<file path="src/rtl/store_narrow_unit_pkg.sv">
// Shared definitions for the store narrowing unit: size encodings, FSM states,
// lane geometry and the alignment rule used by both the unit and its merger.
package store_narrow_unit_pkg;

  localparam logic [1:0] SZ_BYTE = 2'b00;
  localparam logic [1:0] SZ_HALF = 2'b01;
  localparam logic [1:0] SZ_WORD = 2'b10;
  localparam logic [1:0] SZ_RSVD = 2'b11;

  localparam int WORD_W = 32;
  localparam int HALF_W = 16;
  localparam int BYTE_W = 8;

  typedef enum logic [2:0] {
    IDLE,
    RD,
    MRG,
    WR,
    ERR
  } state_e;

  // A request is rejected if its size is reserved or its address is not
  // naturally aligned to that size.
  function automatic logic is_bad_request(input logic [1:0] size, input logic [1:0] addr_lo);
    logic bad;
    bad = 1'b0;
    case (size)
      SZ_HALF: bad = addr_lo[0];
      SZ_WORD: bad = (addr_lo != 2'b00);
      SZ_RSVD: bad = 1'b1;
      default: bad = 1'b0;
    endcase
    return bad;
  endfunction

endpackage

</file>
<file path="src/rtl/store_narrow_unit_if.sv">
// Request and data-memory signals of the store narrowing unit.
// master = store control / memory side, slave = the unit itself.
interface store_narrow_unit_if #(
  parameter int ADDR_W = 32,
  parameter int MEM_AW = 30
);
  logic              req_valid;
  logic              req_ready;
  logic [ADDR_W-1:0] req_addr;
  logic [1:0]        req_size;
  logic [31:0]       req_wdata;
  logic [MEM_AW-1:0] mem_addr;
  logic              mem_rd_en;
  logic [31:0]       mem_rdata;
  logic              mem_wr_en;
  logic [31:0]       mem_wdata;
  logic              done;
  logic              err;
  logic              ovf;

  modport master (
    output req_valid, req_addr, req_size, req_wdata, mem_rdata,
    input  req_ready, mem_addr, mem_rd_en, mem_wr_en, mem_wdata, done, err, ovf
  );

  modport slave (
    input  req_valid, req_addr, req_size, req_wdata, mem_rdata,
    output req_ready, mem_addr, mem_rd_en, mem_wr_en, mem_wdata, done, err, ovf
  );
endinterface

</file>
<file path="src/rtl/store_narrow_unit_lane_merge.sv">
// Combinational little-endian lane merge: drops the low byte/halfword of wdata
// into the addressed lane of the old memory word; a word replaces everything.
module store_lane_merge
  import store_narrow_unit_pkg::*;
(
  input  logic [WORD_W-1:0] old_word_i,
  input  logic [WORD_W-1:0] wdata_i,
  input  logic [1:0]        size_i,
  input  logic [1:0]        addr_lo_i,
  output logic [WORD_W-1:0] merged_o
);

  always_comb begin
    // NOTE: default the output before the case so no path leaves it unassigned (no latch).
    merged_o = old_word_i;
    case (size_i)
      SZ_BYTE: merged_o[{addr_lo_i, 3'b000} +: BYTE_W]    = wdata_i[BYTE_W-1:0];
      SZ_HALF: merged_o[{addr_lo_i[1], 4'b0000} +: HALF_W] = wdata_i[HALF_W-1:0];
      SZ_WORD: merged_o = wdata_i;
      default: merged_o = old_word_i;
    endcase
  end

endmodule

</file>
<file path="src/rtl/store_narrow_unit.sv">
// Store narrowing unit: byte/half stores via read-modify-write, word stores direct.
// Optional narrowing-overflow flag enabled by defining STORE_NARROW_OVF_EN.
module store_narrow_unit
  import store_narrow_unit_pkg::*;
#(
  parameter int ADDR_W = 32,
  parameter int MEM_AW = 30  // must equal ADDR_W-2
) (
  input  logic             clk,
  input  logic             rst_n,
  store_narrow_unit_if.slave bus
);

  state_e            state_q, state_d;
  logic [ADDR_W-1:0] addr_q;
  logic [1:0]        size_q;
  logic [31:0]       wdata_q;

  logic        accept;
  logic        ready_c, rd_en_c, wr_en_c, done_c, err_c;
  logic [31:0] wdata_c;
  logic [31:0] merged;

  assign accept = (state_q == IDLE) && bus.req_valid;

  always_ff @(posedge clk or negedge rst_n) begin
    // NOTE: sequential state uses non-blocking assignments so all registers update together.
    if (!rst_n) begin
      state_q <= IDLE;
      addr_q  <= '0;
      size_q  <= SZ_BYTE;
      wdata_q <= '0;
    end else begin
      state_q <= state_d;
      if (accept) begin
        addr_q  <= bus.req_addr;
        size_q  <= bus.req_size;
        wdata_q <= bus.req_wdata;
      end
    end
  end

  store_lane_merge u_merge (
    .old_word_i (bus.mem_rdata),
    .wdata_i    (wdata_q),
    .size_i     (size_q),
    .addr_lo_i  (addr_q[1:0]),
    .merged_o   (merged)
  );

  // Strobes come straight from the state, so an async reset clears them at once.
  always_comb begin
    state_d = state_q;
    ready_c = 1'b0;
    rd_en_c = 1'b0;
    wr_en_c = 1'b0;
    done_c  = 1'b0;
    err_c   = 1'b0;
    wdata_c = '0;
    case (state_q)
      IDLE: begin
        ready_c = 1'b1;
        if (bus.req_valid) begin
          if (is_bad_request(bus.req_size, bus.req_addr[1:0])) state_d = ERR;
          else if (bus.req_size == SZ_WORD)                    state_d = WR;
          else                                                 state_d = RD;
        end
      end
      RD: begin
        rd_en_c = 1'b1;
        state_d = MRG;
      end
      MRG: begin
        wr_en_c = 1'b1;
        done_c  = 1'b1;
        wdata_c = merged;
        state_d = IDLE;
      end
      WR: begin
        wr_en_c = 1'b1;
        done_c  = 1'b1;
        wdata_c = wdata_q;
        state_d = IDLE;
      end
      ERR: begin
        err_c   = 1'b1;
        state_d = IDLE;
      end
      default: state_d = IDLE;
    endcase
  end

  assign bus.req_ready = ready_c;
  assign bus.mem_rd_en = rd_en_c;
  assign bus.mem_wr_en = wr_en_c;
  assign bus.mem_wdata = wdata_c;
  assign bus.mem_addr  = addr_q[ADDR_W-1:2];
  assign bus.done      = done_c;
  assign bus.err       = err_c;

`ifdef STORE_NARROW_OVF_EN
  // Overflow when the discarded upper bits are neither a zero- nor a sign-extension.
  logic [23:0] hi_byte;
  logic [15:0] hi_half;
  logic        ovf_c;

  assign hi_byte = wdata_q[31:8];
  assign hi_half = wdata_q[31:16];

  always_comb begin
    ovf_c = 1'b0;
    case (size_q)
      SZ_BYTE: ovf_c = (hi_byte != '0) && (hi_byte != {24{wdata_q[7]}});
      SZ_HALF: ovf_c = (hi_half != '0) && (hi_half != {16{wdata_q[15]}});
      default: ovf_c = 1'b0;
    endcase
  end

  assign bus.ovf = done_c & ovf_c;
`else
  assign bus.ovf = 1'b0;
`endif

endmodule

</file>
<file path="src/flat_wrapper.sv">
// flat-port wrapper written by rule: the top's interface ports become plain ports
module store_narrow_unit_flat import store_narrow_unit_pkg::*;
#(
  parameter int ADDR_W = 32,
  parameter int MEM_AW = 30                        
)
  (clk, rst_n, bus_req_valid, bus_req_addr, bus_req_size, bus_req_wdata, bus_mem_rdata, bus_req_ready, bus_mem_addr, bus_mem_rd_en, bus_mem_wr_en, bus_mem_wdata, bus_done, bus_err, bus_ovf);
  store_narrow_unit_if #(.ADDR_W(ADDR_W), .MEM_AW(MEM_AW)) bus_i ();
  input  logic clk;
  input  logic rst_n;
  input wire logic [$bits(bus_i.req_valid)-1:0] bus_req_valid;
  input wire logic [$bits(bus_i.req_addr)-1:0] bus_req_addr;
  input wire logic [$bits(bus_i.req_size)-1:0] bus_req_size;
  input wire logic [$bits(bus_i.req_wdata)-1:0] bus_req_wdata;
  input wire logic [$bits(bus_i.mem_rdata)-1:0] bus_mem_rdata;
  output wire logic [$bits(bus_i.req_ready)-1:0] bus_req_ready;
  output wire logic [$bits(bus_i.mem_addr)-1:0] bus_mem_addr;
  output wire logic [$bits(bus_i.mem_rd_en)-1:0] bus_mem_rd_en;
  output wire logic [$bits(bus_i.mem_wr_en)-1:0] bus_mem_wr_en;
  output wire logic [$bits(bus_i.mem_wdata)-1:0] bus_mem_wdata;
  output wire logic [$bits(bus_i.done)-1:0] bus_done;
  output wire logic [$bits(bus_i.err)-1:0] bus_err;
  output wire logic [$bits(bus_i.ovf)-1:0] bus_ovf;
  assign bus_i.req_valid = bus_req_valid;
  assign bus_i.req_addr = bus_req_addr;
  assign bus_i.req_size = bus_req_size;
  assign bus_i.req_wdata = bus_req_wdata;
  assign bus_i.mem_rdata = bus_mem_rdata;
  assign bus_req_ready = bus_i.req_ready;
  assign bus_mem_addr = bus_i.mem_addr;
  assign bus_mem_rd_en = bus_i.mem_rd_en;
  assign bus_mem_wr_en = bus_i.mem_wr_en;
  assign bus_mem_wdata = bus_i.mem_wdata;
  assign bus_done = bus_i.done;
  assign bus_err = bus_i.err;
  assign bus_ovf = bus_i.ovf;
  store_narrow_unit #(.ADDR_W(ADDR_W), .MEM_AW(MEM_AW)) u_core (.clk(clk), .rst_n(rst_n), .bus(bus_i));
endmodule
</file>
<file path="config.mk">
export PLATFORM = sky130hd
export DESIGN_NAME = store_narrow_unit_flat
export DESIGN_NICKNAME = d
export VERILOG_FILES = /design/src/rtl/store_narrow_unit_pkg.sv /design/src/rtl/store_narrow_unit_if.sv /design/src/rtl/store_narrow_unit_lane_merge.sv /design/src/rtl/store_narrow_unit.sv /design/src/flat_wrapper.sv
export SDC_FILE = /design/constraint.sdc
export NUM_CORES = 1
export LEC_CHECK = 0
export CORE_ASPECT_RATIO = 1.2
export CORE_MARGIN = 3
export CORE_UTILIZATION = 44
export CTS_CLUSTER_DIAMETER = 120
export DETAILED_ROUTE_END_ITERATION = 12
export MAX_ROUTING_LAYER = met4
export PLACE_DENSITY = 0.78
export SLEW_MARGIN = 20
export SYNTH_ARGS = -nofsm -noshare
export SYNTH_HDL_FRONTEND = slang
export SYNTH_SLANG_ARGS = --single-unit
</file>
<file path="constraint.sdc">
create_clock -name clk -period 2.3 [get_ports clk]
set_input_delay 0.46 -clock clk [delete_from_list [all_inputs] [get_ports clk]]
set_output_delay 0.46 -clock clk [all_outputs]
set_load 0.01 [all_outputs]
</file>
==> results of run 1 <==
metal layers:
layer | up-vias | part of all wire [%]
met5 | - | 0
met4 | 0 | 2.3
met3 | 24 | 6.7
met2 | 168 | 52
met1 | 1782 | 39
li1 | 1688 | -
sequential cells by signal, summed over array words and instances, names as in the netlist:
register,count
u_core.state_q,3
u_core.wdata_q,32
u_core.size_q,2
u_core.addr_q,32
area by class of cell:
class / instances / area [um2] / area share, %
Clock buffer: 11 / 141 / 2.23
Clock inverter: 5 / 106 / 1.68
Inverter: 7 / 28.8 / 0.454
Multi-Input combinational cell: 236 / 2110 / 33.3
Sequential cell: 69 / 1730 / 27.3
Tap cell: 117 / 146 / 2.31
Timing Repair Buffer: 232 / 2070 / 32.7
what timing repair did:
item	4_1_cts	5_1_grt
hold buffers	0	0
cloned	0	0
buffers inserted	11	1
resized for setup	170	11
endpoints found under the setup margin	34	32
pin swaps	20	5
logic make-up (layout without fill, tap and decap cells):
| kind of cell | after synthesis | count (layout) | synth area share [%] |
|---|---|---|---|
| AOI/OAI and AO/OA | 93 | 93 | 16.6 |
| other | 1 | 1 | 0.0915 |
| and+or+nand+nor | 64 | 64 | 9.43 |
| DFF | 69 | 69 | 42.1 |
| muxes | 73 | 73 | 20.1 |
| adders and majority gates | 5 | 5 | 1.53 |
| buffers and inverters | 60 | 255 | 10.1 |
final timing paths:
path / to / slack (ns) / cells past startpoint
worst min register to register: u_core.addr_q[14] / 0.51 / 1
worst max register to register: u_core.addr_q[13] / 0.30 / 5
max in group asynchronous: u_core.wdata_q[11] / 1.62 / 2
worst max-delay path: bus_mem_wdata[8] / -0.36 / 9
min in group clk: u_core.addr_q[14] / 0.51 / 1
worst min-delay path: u_core.addr_q[18] / 0.05 / 1
metrics by stage:
stage	util (%)	worst slack (ns)	instance area, um2	setup TNS (ns)	total power, mW
floorplan	-	0.0339	4100	0	2.97
global placement	67.4	-0.368	5960	-10.36	3.81
detailed placement	67.4	-0.423	5960	-11.99	3.87
CTS	71.0	-0.332	6280	-6.85	5.22
global route	71.6	-0.434	6330	-10.22	5.54
finish	71.6	-0.360	6330	-7.42	5.26
critical path, cell delays in order (launching register included):
cell,delay (ns)
dfrtp_1,0.39
inv_2,0.09
ha_4,0.16
or3_4,0.33
a211oi_4,0.26
buf_6,0.16
buf_4,0.11
and2_1,0.11
a221o_1,0.13
buf_6,0.11
power by group:
group / internal, mW / switching, mW
clock network: 0.754 / 0.469
registers: 1.52 / 0.242
logic: 1.30 / 0.976
cells in the mapped netlist (all sizes together) (6+ instances only):
library cell	n	area share, %
dfrtp	69	42
and2	10	1.5
nand2	18	1.6
clkbuf	6	0.55
a221o	16	3.9
nor2b	6	0.92
inv	7	0.64
mux2	73	20
a21oi	15	1.9
buf	47	8.9
o21ai	26	3.2
a22o	7	1.5
nor2	6	0.55
==> impl_results.md, run 1 <==
* Final setup fails at 32
* Cells after DPL at 649
* Fmax at 0.376 GHz
* Critical path type: reg -> out
* Post-DP HPWL at 9560 um
* Initial antenna violation count at 0
* Clk pin slew, worst setup/hold paths at 0.08 ns
* Initial drt markers at 201
* Die Area at 0.0105 mm2
* Die Ht at 112 um
* Fin nets at 661
* Top Usage Layer GRT: met2
* GRT Util Overall at 25.2%
* Tmin final at 2.66 ns
* Most frequent cells in the layout: clkdlybuf4s50_1, mux2_2, dfrtp_1
* Commonest non-fill, non-tap cell in the layout: clkdlybuf4s50_1
* Htree depth at 3
* CP Capture Type: output port
* Synth Cell Area at 0.00410 mm2
* CP max FO at 7
* Max VDD drop at 0.669 mV
* Worst setup margin at -0.360 ns
* Syn_area_per_cell at 11.2 um2
* Met2 GRT Util at 42.7%
* WL/cell at 19.0 um
* Mapped Cells at 365
* Post-route DRC at 0
* Met1 usage in global routing at 28.6%
* Clock latency on the worst-skew pair at 0.34 ns
* Status: complete, but fails checks
* Startpoint Class: flop
* PD cells at 831 mW/mm2
* Setup crit start: u_core.addr_q[1]
* Layout cells sized above 1 at 41.4%
* Antenna Nets Post-Route at 0
* Clk buf depth at 2
* N_diodes at 0
* Fin crit share at 116%
* Sequential area share after synthesis at 42.1%
* CTS buffer count at 9
* Non-Filler Instances at 677
* Top FF cell, synth: dfrtp_1
* DIE WIDTH at 94.1 um
* DR vias at 3,662
* Number of port buffers at 167
* WHS at 0.0548 ns
* Synth warn at 0
* Pleak at 2.67 nW
* Vias in the first global route at 3,986
* Number of synthesized flops with an enable pin at 0
* Final WL at 12,900 um
* Worst path required time at 1.84 ns
* First-pass GRT wire length at 20,100 um
* Clock Root Buffer: clkbuf_8
* Row count at 37
* Crit path DAT at 2.20 ns
* Mean number of vias per cell at 5.41
* Clk sink count at 69
* Failing checks: negative setup slack
* Hold Crit Class: in -> async
* Fraction of registers with async set/reset at 100%
* Fillers at 694
* FF-to-FF Start: u_core.state_q[0]
* GRT overflow at 0
* Post-synthesis register bit count at 69
* IO Pins at 169
* Pre-Repair DR Iteration Count at 4
* Syn nets at 471
* Final hold violation count at 0
* Met3 Usage GRT at 5.68%
* RSZ-0062 raised after global routing: yes
* Netlist cell types at 47
* Area grow syn2layout at 54.5%
* Fin. max-slew vios at 0
* Core area at 0.00884 mm2
* Clk_skew at 0.00880 ns
* Initial Util at 46.4%
* Number of max-cap violations at 0
* Global placer's final weighted congestion at 0.962
* Largest net degree at the start of global routing at 53
* CTS tree: yes
Note: power is estimated with default switching activity, not from simulation.
==> inputs of run 2 (changes only) <==
--- a/config.mk
+++ b/config.mk
@@ -8,10 +8,10 @@
 export CORE_ASPECT_RATIO = 1.2
 export CORE_MARGIN = 3
 export CORE_UTILIZATION = 44
-export CTS_CLUSTER_DIAMETER = 120
 export DETAILED_ROUTE_END_ITERATION = 12
 export MAX_ROUTING_LAYER = met4
 export PLACE_DENSITY = 0.78
+export SKIP_LAST_GASP = 1
 export SLEW_MARGIN = 20
 export SYNTH_ARGS = -nofsm -noshare
 export SYNTH_HDL_FRONTEND = slang
==> impl_results.md, run 2 (synthesized netlist as in run 1, its figures left out) <==
* Status: complete, but fails checks
* Failing checks: negative setup slack
* Regs by FF count: u_core.addr_q x32, u_core.wdata_q x32, u_core.state_q x3
* WL/cell at 18.7 um
* CTS tree: yes
* FF-to-FF Start: u_core.state_q[0]
* Critical path type: reg -> out
* Max incr delay on CP at 0.39 ns
* DR vias at 3,630
* Mean number of vias per cell at 5.36
* Cells along the critical path: inv_2 > ha_4 > or3_4 > a211oi_4 > buf_6 > buf_4 > and2_1 > a221o_1 > buf_6
* First-pass GRT wire length at 20,000 um
* FF-to-FF setup slack at 0.32 ns
* Depth of the most critical reg-to-reg path at 5
* Setup_tns at -7.45 ns
* R2r endpoint: u_core.addr_q[13]
* CTS buffer count at 9
* Metal2 WL at 6480 um
* Final hold violation count at 0
* Internal power at 3.56 mW
* Row count at 37
* DIE WIDTH at 94.1 um
* Layout cells sized above 1 at 41.3%
* Global placer's final weighted congestion at 0.962
* Initial drt markers at 155
* Most frequent cells in the layout: clkdlybuf4s50_1, mux2_2, dfrtp_1
* Sequential power share at 33.7%
* Area grow syn2layout at 54.1%
* Comb power frac at 43.0%
* Setup crit start: u_core.addr_q[1]
* Crit path depth at 9
* DRT met1 WL at 4990 um
* Pleak at 2.67 nW
* Max VDD drop at 0.668 mV
* Fin nets at 661
* Non-Filler Instances at 677
* Slowest-stage cell, CP: dfrtp_1
* Final WL at 12,700 um
* Fin crit share at 116%
* CP delay by family, top: buffers and inverters
* Startpoint Class: flop
* Initial antenna violation count at 0
* Design area at 0.00631 mm2
* Hold Crit Class: in -> async
* Total power at 5.22 mW
* RSZ-0062 raised after global routing: yes
* IO Pins at 169
* Vias in the first global route at 3,980
* N_diodes at 0
* Clk network pwr share at 23.4%
* GRT overflow at 0
* Top Metal Used: met4
* Number of max-cap violations at 0
* Largest net degree at the start of global routing at 53
* Clk buf depth at 2
* Post-DP HPWL at 9560 um
* Core area at 0.00884 mm2
* Worst setup margin at -0.368 ns
* Clk pin slew, worst setup/hold paths at 0.08 ns
* Final core occ at 71.4%
* Cells after DPL at 649
* Sw Share at 31.8%
* Pre-Repair DR Iteration Count at 4
* Initial Util at 46.4%
* Tmin final at 2.67 ns
* Htree depth at 3
* Number of port buffers at 167
* Fin. max-slew vios at 0
* Fmax at 0.375 GHz
* CP max FO at 7
* Placement-stage cell area at 0.00596 mm2
* Critical path endpoint: bus_mem_wdata[8]
* PD cells at 827 mW/mm2
* Post-route DRC at 0
* Antenna Nets Post-Route at 0
* Clock latency on the worst-skew pair at 0.34 ns
* Most used cell, CP: buf_6
* Final setup fails at 32
* Die Ht at 112 um
* Sw Pwr at 1.66 mW
* Met3 wire len at 876 um
* Clk_skew at 0.00841 ns
* Clock Root Buffer: clkbuf_8
* GRT Util Overall at 25.1%
* Die Area at 0.0105 mm2
* CP Capture Type: output port
* CTS Hold Bufs at 0
* Crit path DAT at 2.21 ns
* Clk sink count at 69
* Commonest non-fill, non-tap cell in the layout: clkdlybuf4s50_1
* Worst path required time at 1.84 ns
* Worst path buffer plus inverter count at 4
## run 2: cell count changes in the layout (fill, tap and decap cells not counted)
| cell | change |
|---|---|
| nor3b_4 | -1 |
| o21ai_2 | -1 |
| buf_6 | -2 |
| inv_2 | +1 |
| inv_4 | -1 |
| buf_4 | +2 |
| nor3b_2 | +1 |
| o21ai_1 | +1 |
## run 2: worst register-to-register path: cells and delay by family (launching register included)
family / cells / cell delay [ns]
buffers and inverters: 2 / 0.41
muxes: 1 / 0.37
and+or+nand+nor: 2 / 0.61
DFF: 1 / 0.46
## run 2: power by group through the flow
| stage | clock (mW) | combinational, mW | sequential (mW) |
|---|---|---|---|
| CTS | 1.25 | 2.21 | 1.75 |
| finish | 1.22 | 2.24 | 1.76 |
| global route | 1.30 | 2.40 | 1.80 |
| detailed placement | 0 | 2.10 | 1.77 |
| global placement | 0 | 2.06 | 1.75 |
| floorplan | 0 | 1.27 | 1.70 |
## run 2: what timing repair did
| item | in CTS | in global routing |
|---|---|---|
| pin swaps | 19 | 5 |
| endpoints found under the setup margin | 34 | 32 |
| cloned | 0 | 0 |
| gates resized for setup | 169 | 7 |
| setup buffers | 11 | 1 |
## run 2: layout make-up
type                    count  area, um2
clock buffers              11        141
clock inverters             5        106
fillers                   696       2530
inverters                   7       26.3
multi-input cells         236       2100
flip-flops and latches     69       1730
well taps                 117        146
repair buffers            232       2060
## run 2: how the worst min path moves through the flow
stage	start	to	slack, ns	cells after the start
floorplan	rst_n	u_core.addr_q[0]	0.16	0
finish	rst_n	u_core.addr_q[18]	0.05	1
CTS	rst_n	u_core.addr_q[18]	0.05	1
global placement	rst_n	u_core.addr_q[16]	0.42	1
detailed placement	rst_n	u_core.addr_q[16]	0.44	1
global route	rst_n	u_core.addr_q[18]	0.07	1
## run 2: metrics by stage
step | setup slack (ns) | hold slack, ns
2_1_floorplan | 0.0339 | 0.164
3_3_place_gp | -0.368 | 0.423
3_5_place_dp | -0.423 | 0.438
4_1_cts | -0.332 | 0.0489
5_1_grt | -0.446 | 0.0690
6_report | -0.368 | 0.0541
## run 2: routing by layer
| metal | up-vias | global-route usage, % |
|---|---|---|
| li1 | 1694 | - |
| met1 | 1750 | 28.5 |
| met2 | 159 | 42.6 |
| met3 | 27 | 5.68 |
| met4 | 0 | 9.63 |
| met5 | - | - |
==> RTL change 1: new RTL, flow settings as in run 1 <==
The option `STORE_NARROW_OVF_EN` is turned on by a define.
--- a/src/rtl/store_narrow_unit.sv
+++ b/src/rtl/store_narrow_unit.sv
@@ -1,5 +1,7 @@
 // Store narrowing unit: byte/half stores via read-modify-write, word stores direct.
 // Optional narrowing-overflow flag enabled by defining STORE_NARROW_OVF_EN.
+`define STORE_NARROW_OVF_EN
+
 module store_narrow_unit
   import store_narrow_unit_pkg::*;
 #(
Behaviour: not the same (Yosys sat finds a counterexample within 4 cycles, from zero or initial values and one cycle with rst_n low).
==> RTL change 1 against run 1 <==
The run still ends with setup timing left. Non-clock buffer count down 11. Synthesized cell count down 4.7%. Power shrank 3.0%. Final area fell by 2.9%. Count of clock-buffer cells in the layout unchanged. Area after synthesis shrank 2.6%. Setup slack got worse by 0.077 ns. Routed wire length up 3.4%. Sequential cell count unchanged. Highest routed layer unchanged. Clock power is 16% lower. Critical path type unchanged. Fmax is 2.8% lower. Largest power group unchanged. Critical path depth shrank 2. Register-to-register slack better by 0.18 ns.
==> RTL change 1: results (changes against run 1) <==
stage;metric;value;unit;change
run_status;status;finished, violations left;;
run_status;violations;setup timing;;
clocking;postCtsSetupBuffers;8;;-3
grt;grtUsageMet1;0.289;;+0.00340
place;gp_congestion;0.891;;-7.4%
finish;fillerInstances;673;;-3.0%
synthesis;synth_common_cells;dfrtp_1, mux2_2, buf_4;;
grt;grtUsageMet3;0.0543;;-0.00245
synthesis;synth_cell_types;44;;-6.4%
grt;grt_pass1_wl;19700;µm;-1.8%
power_and_ir_drop;p_int;3.33;mW;-6.9%
sta;fin_skew;0.00999;ns;+0.00119 ns
grt;gr-usage-met2;0.456;;+0.0287
grt;grt_pass1_vias;3822;;-4.1%
place;dpl-instance-area;5800;µm²;-2.7%
power_and_ir_drop;peakVddDrop;0.491;mV;-27%
finish;top_regs;u_core.addr_q (32), u_core.wdata_q (32), u_core.state_q (3);;
critical_path;arrival;2.28;ns;+0.08 ns
power_and_ir_drop;p_leak;2.55;nW;-4.4%
place;numPortBuffers;168;;+0.60%
synthesis;syn_avg_cell_area;11.5;µm²;+2.1%
route;wl_per_cell;20.5;µm;+8.2%
critical_path;cpPeakStageDelay;0.40;ns;
critical_path;crit_family;compound AO/OA/AOI/OAI gates;;
finish;fin_area;6150;µm²;-2.9%
grt;grt_max_degree;70;;+32%
power_and_ir_drop;p_seq_frac;0.368;;+0.033
route;first_pass_iters;5;;+1
clocking;cts_resized;157;;-7.6%
place;hpwlAfterDp;9520;µm;-0.41%
place;dp_cells;622;;-4.2%
sta;layout_setup_ws;-0.436;ns;-0.0765 ns
synthesis;seq_area_frac_synth;0.433;;+0.0114
finish;nets;631;;-4.5%
sta;setup_violations;32;;unchanged
RTL change 1: worst paths after layout:
check                             startpoint                 end  slack (ns)  cells after the start
setup / recovery            u_core.addr_q[0]   bus_mem_wdata[17]       -0.44                      7
hold / removal                         rst_n   u_core.wdata_q[3]        0.21                      1
setup reg to reg           u_core.state_q[2]  u_core.wdata_q[18]        0.48                      5
hold reg to reg            u_core.addr_q[11]   u_core.addr_q[11]        0.51                      1
max in group asynchronous              rst_n   u_core.state_q[0]        1.43                      1
min in group clk           u_core.addr_q[11]   u_core.addr_q[11]        0.51                      1
RTL change 1: cells by family (layout without fill, tap and decap cells):
kind of cell	after synthesis	in the layout	share of synthesized area
AOI/OAI and AO/OA	89	89	0.171
adders and majority gates	5	5	0.0157
buffers and inverters	60	242	0.0969
DFF	69	69	0.433
muxes	71	71	0.200
and+or+nand+nor	54	54	0.0831
RTL change 1: layer usage:
layer | vias to the layer above | wire length [µm] | share of wire
met2 | 176 | 6840 | 0.52
li1 | 1660 | - | -
met5 | - | 0 | 0
met3 | 32 | 952 | 0.072
met4 | 0 | 383 | 0.029
met1 | 1799 | 5110 | 0.38
RTL change 1: stage by stage:
| stage | TNS [ns] | power (mW) | setup WS [ns] | hold WS (ns) |
|---|---|---|---|---|
| floorplan | 0 | 2.97 | 0.0288 | 0.164 |
| global placement | -11.57 | 3.81 | -0.439 | 0.488 |
| detailed placement | -13.36 | 3.88 | -0.507 | 0.495 |
| CTS | -9.85 | 5.04 | -0.389 | 0.246 |
| global route | -10.83 | 5.35 | -0.533 | 0.261 |
| finish | -8.21 | 5.10 | -0.436 | 0.210 |
RTL change 1: final cells by class:
type	count	share of cell area
multi-input cells	219	0.338
repair buffers	221	0.321
inverters	5	0.00346
flip-flops and latches	69	0.281
well taps	117	0.0238
clock buffers	11	0.0230
clock inverters	5	0.00976
==> RTL change 2: new RTL, config.mk and constraints of run 1 <==
Made on the original files. Reset style: synchronous (`rst_n`), changed in one clocked block. Comments in the files are not updated.
--- a/src/rtl/store_narrow_unit.sv
+++ b/src/rtl/store_narrow_unit.sv
@@ -23,7 +23,7 @@
 
   assign accept = (state_q == IDLE) && bus.req_valid;
 
-  always_ff @(posedge clk or negedge rst_n) begin
+  always_ff @(posedge clk) begin
     // NOTE: sequential state uses non-blocking assignments so all registers update together.
     if (!rst_n) begin
       state_q <= IDLE;
Behaviour: differs if rst_n is asserted again (counterexample within 4 cycles, from zero or initial values and one cycle with rst_n low); with rst_n held inactive, the same outputs for 10 cycles.
==> RTL change 2 against run 1 <==
The flow still finishes with violations (setup timing). Final cell count rose by 17%. Sequential cell count did not move. Synthesized cell count rose by 40%. Worst hold slack improved by 0.40 ns. Routed wire length rose by 9.9%. Setup slack improved by 0.019 ns. Fmax rose by 0.71%. Final area fell by 1.4%. Area after synthesis fell by 0.34%. First-iteration DRC count rose by 9.5%. Highest routed layer unchanged.
Power is not compared: it rests on default switching activity, and its combinational part moved more than twofold at a synthesized area within 25%.
==> RTL change 2: results (changes against run 1) <==
stage;metric;value;unit;change
critical_path;arrival;2.18;ns;-0.02 ns
place;dp_cells;765;;+18%
grt;grtUsageMet3;0.0730;;+0.0162
finish;drive_gt1_frac;0.206;;-0.208
critical_path;cpPeakStageDelay;0.49;ns;+0.10 ns
finish;inverters;13;;+6
route;dr_wl_met3;1220;µm;+40%
synthesis;syn-num-nets;616;;+31%
synthesis;synth_common_cells;nand2_1, dfxtp_1, a21boi_0;;
clocking;postCtsSetupBuffers;12;;+1
finish;fillerInstances;729;;+5.0%
critical_path;timing.rr.end;u_core.addr_q[25];;
grt;grt_pass1_vias;4372;;+9.7%
place;dpl-instance-area;5900;µm²;-0.97%
clocking;insertion_delay;0.36;ns;+0.02 ns
route;routed_wl;14100;µm;+9.9%
sta;setup_violations;32;;unchanged
critical_path;r2r-start;u_core.state_q[0];;
run_status;status;finished, violations left;;
finish;multi_input_area_share;0.395;;+0.0627
grt;grt_max_degree;69;;+30%
hold_path;hold_class;flop to flop;;
route;via_per_inst;5.49;;+1.6%
route;wl_per_cell;17.8;µm;-6.1%
power_and_ir_drop;total_power;3.19;mW;
critical_path;r2r_slack;0.39;ns;+0.09 ns
critical_path;cpMaxStageDelayCell;or4b_4;;
finish;register_area;1380;µm²;-20%
place;post-place-ws;-0.314;ns;+0.109 ns
finish;nClkBuffers;13;;+2
sta;layout_setup_ws;-0.341;ns;+0.0189 ns
synthesis;synthFlopType;dfxtp_1;;
critical_path;crit_start;u_core.addr_q[0];;
run_status;violations;setup timing;;
synthesis;seq_area_frac_synth;0.338;;-0.0831
sta;fin_skew;0.0124;ns;+0.00355 ns
grt;grt_pass1_wl;22400;µm;+12%
route;drt_iter0_drc;220;;+9.5%
finish;signal_buffers;220;;-5.2%
sta;finalSetupTns;-6.47;ns;+0.954 ns
place;gp_congestion;0.985;;+2.4%
finish;clkCellAreaFrac;0.0324;;-0.00667
synthesis;synth_cell_types;44;;-6.4%
synthesis;syn_inst;510;;+40%
finish;num-multi-input-gates;357;;+51%
grt;grtUsageTotal;0.277;;+0.0256
place;hpwlAfterDp;10200;µm;+6.8%
finish;nets;776;;+17%
die;die_area;10500;µm²;-0.32%
critical_path;crit_path_max_fanout;3;;-4
grt;grtUsageMet1;0.355;;+0.0692
grt;gr-usage-met2;0.411;;-0.0166
## RTL change 2: cells by family (layout without fill, tap and decap cells)
kind of cell / Yosys count / after routing / synth area share
and+or+nand+nor: 179 / 179 / 0.207
adders and majority gates: 5 / 5 / 0.0153
other: 1 / 1 / 0.000918
DFF: 69 / 69 / 0.338
muxes: 7 / 7 / 0.0172
AOI/OAI and AO/OA: 165 / 165 / 0.309
buffers and inverters: 84 / 249 / 0.112
## RTL change 2: worst min-delay path by stage
stage	from	endpoint	slack (ns)	depth (start not counted)
2_1_floorplan	u_core.addr_q[10]	u_core.addr_q[10]	0.44	2
3_3_place_gp	u_core.addr_q[20]	u_core.addr_q[20]	0.44	2
3_5_place_dp	u_core.addr_q[10]	u_core.addr_q[10]	0.45	2
4_1_cts	u_core.addr_q[18]	u_core.addr_q[18]	0.46	2
5_1_grt	u_core.addr_q[18]	u_core.addr_q[18]	0.48	2
6_report	u_core.addr_q[10]	u_core.addr_q[10]	0.46	2
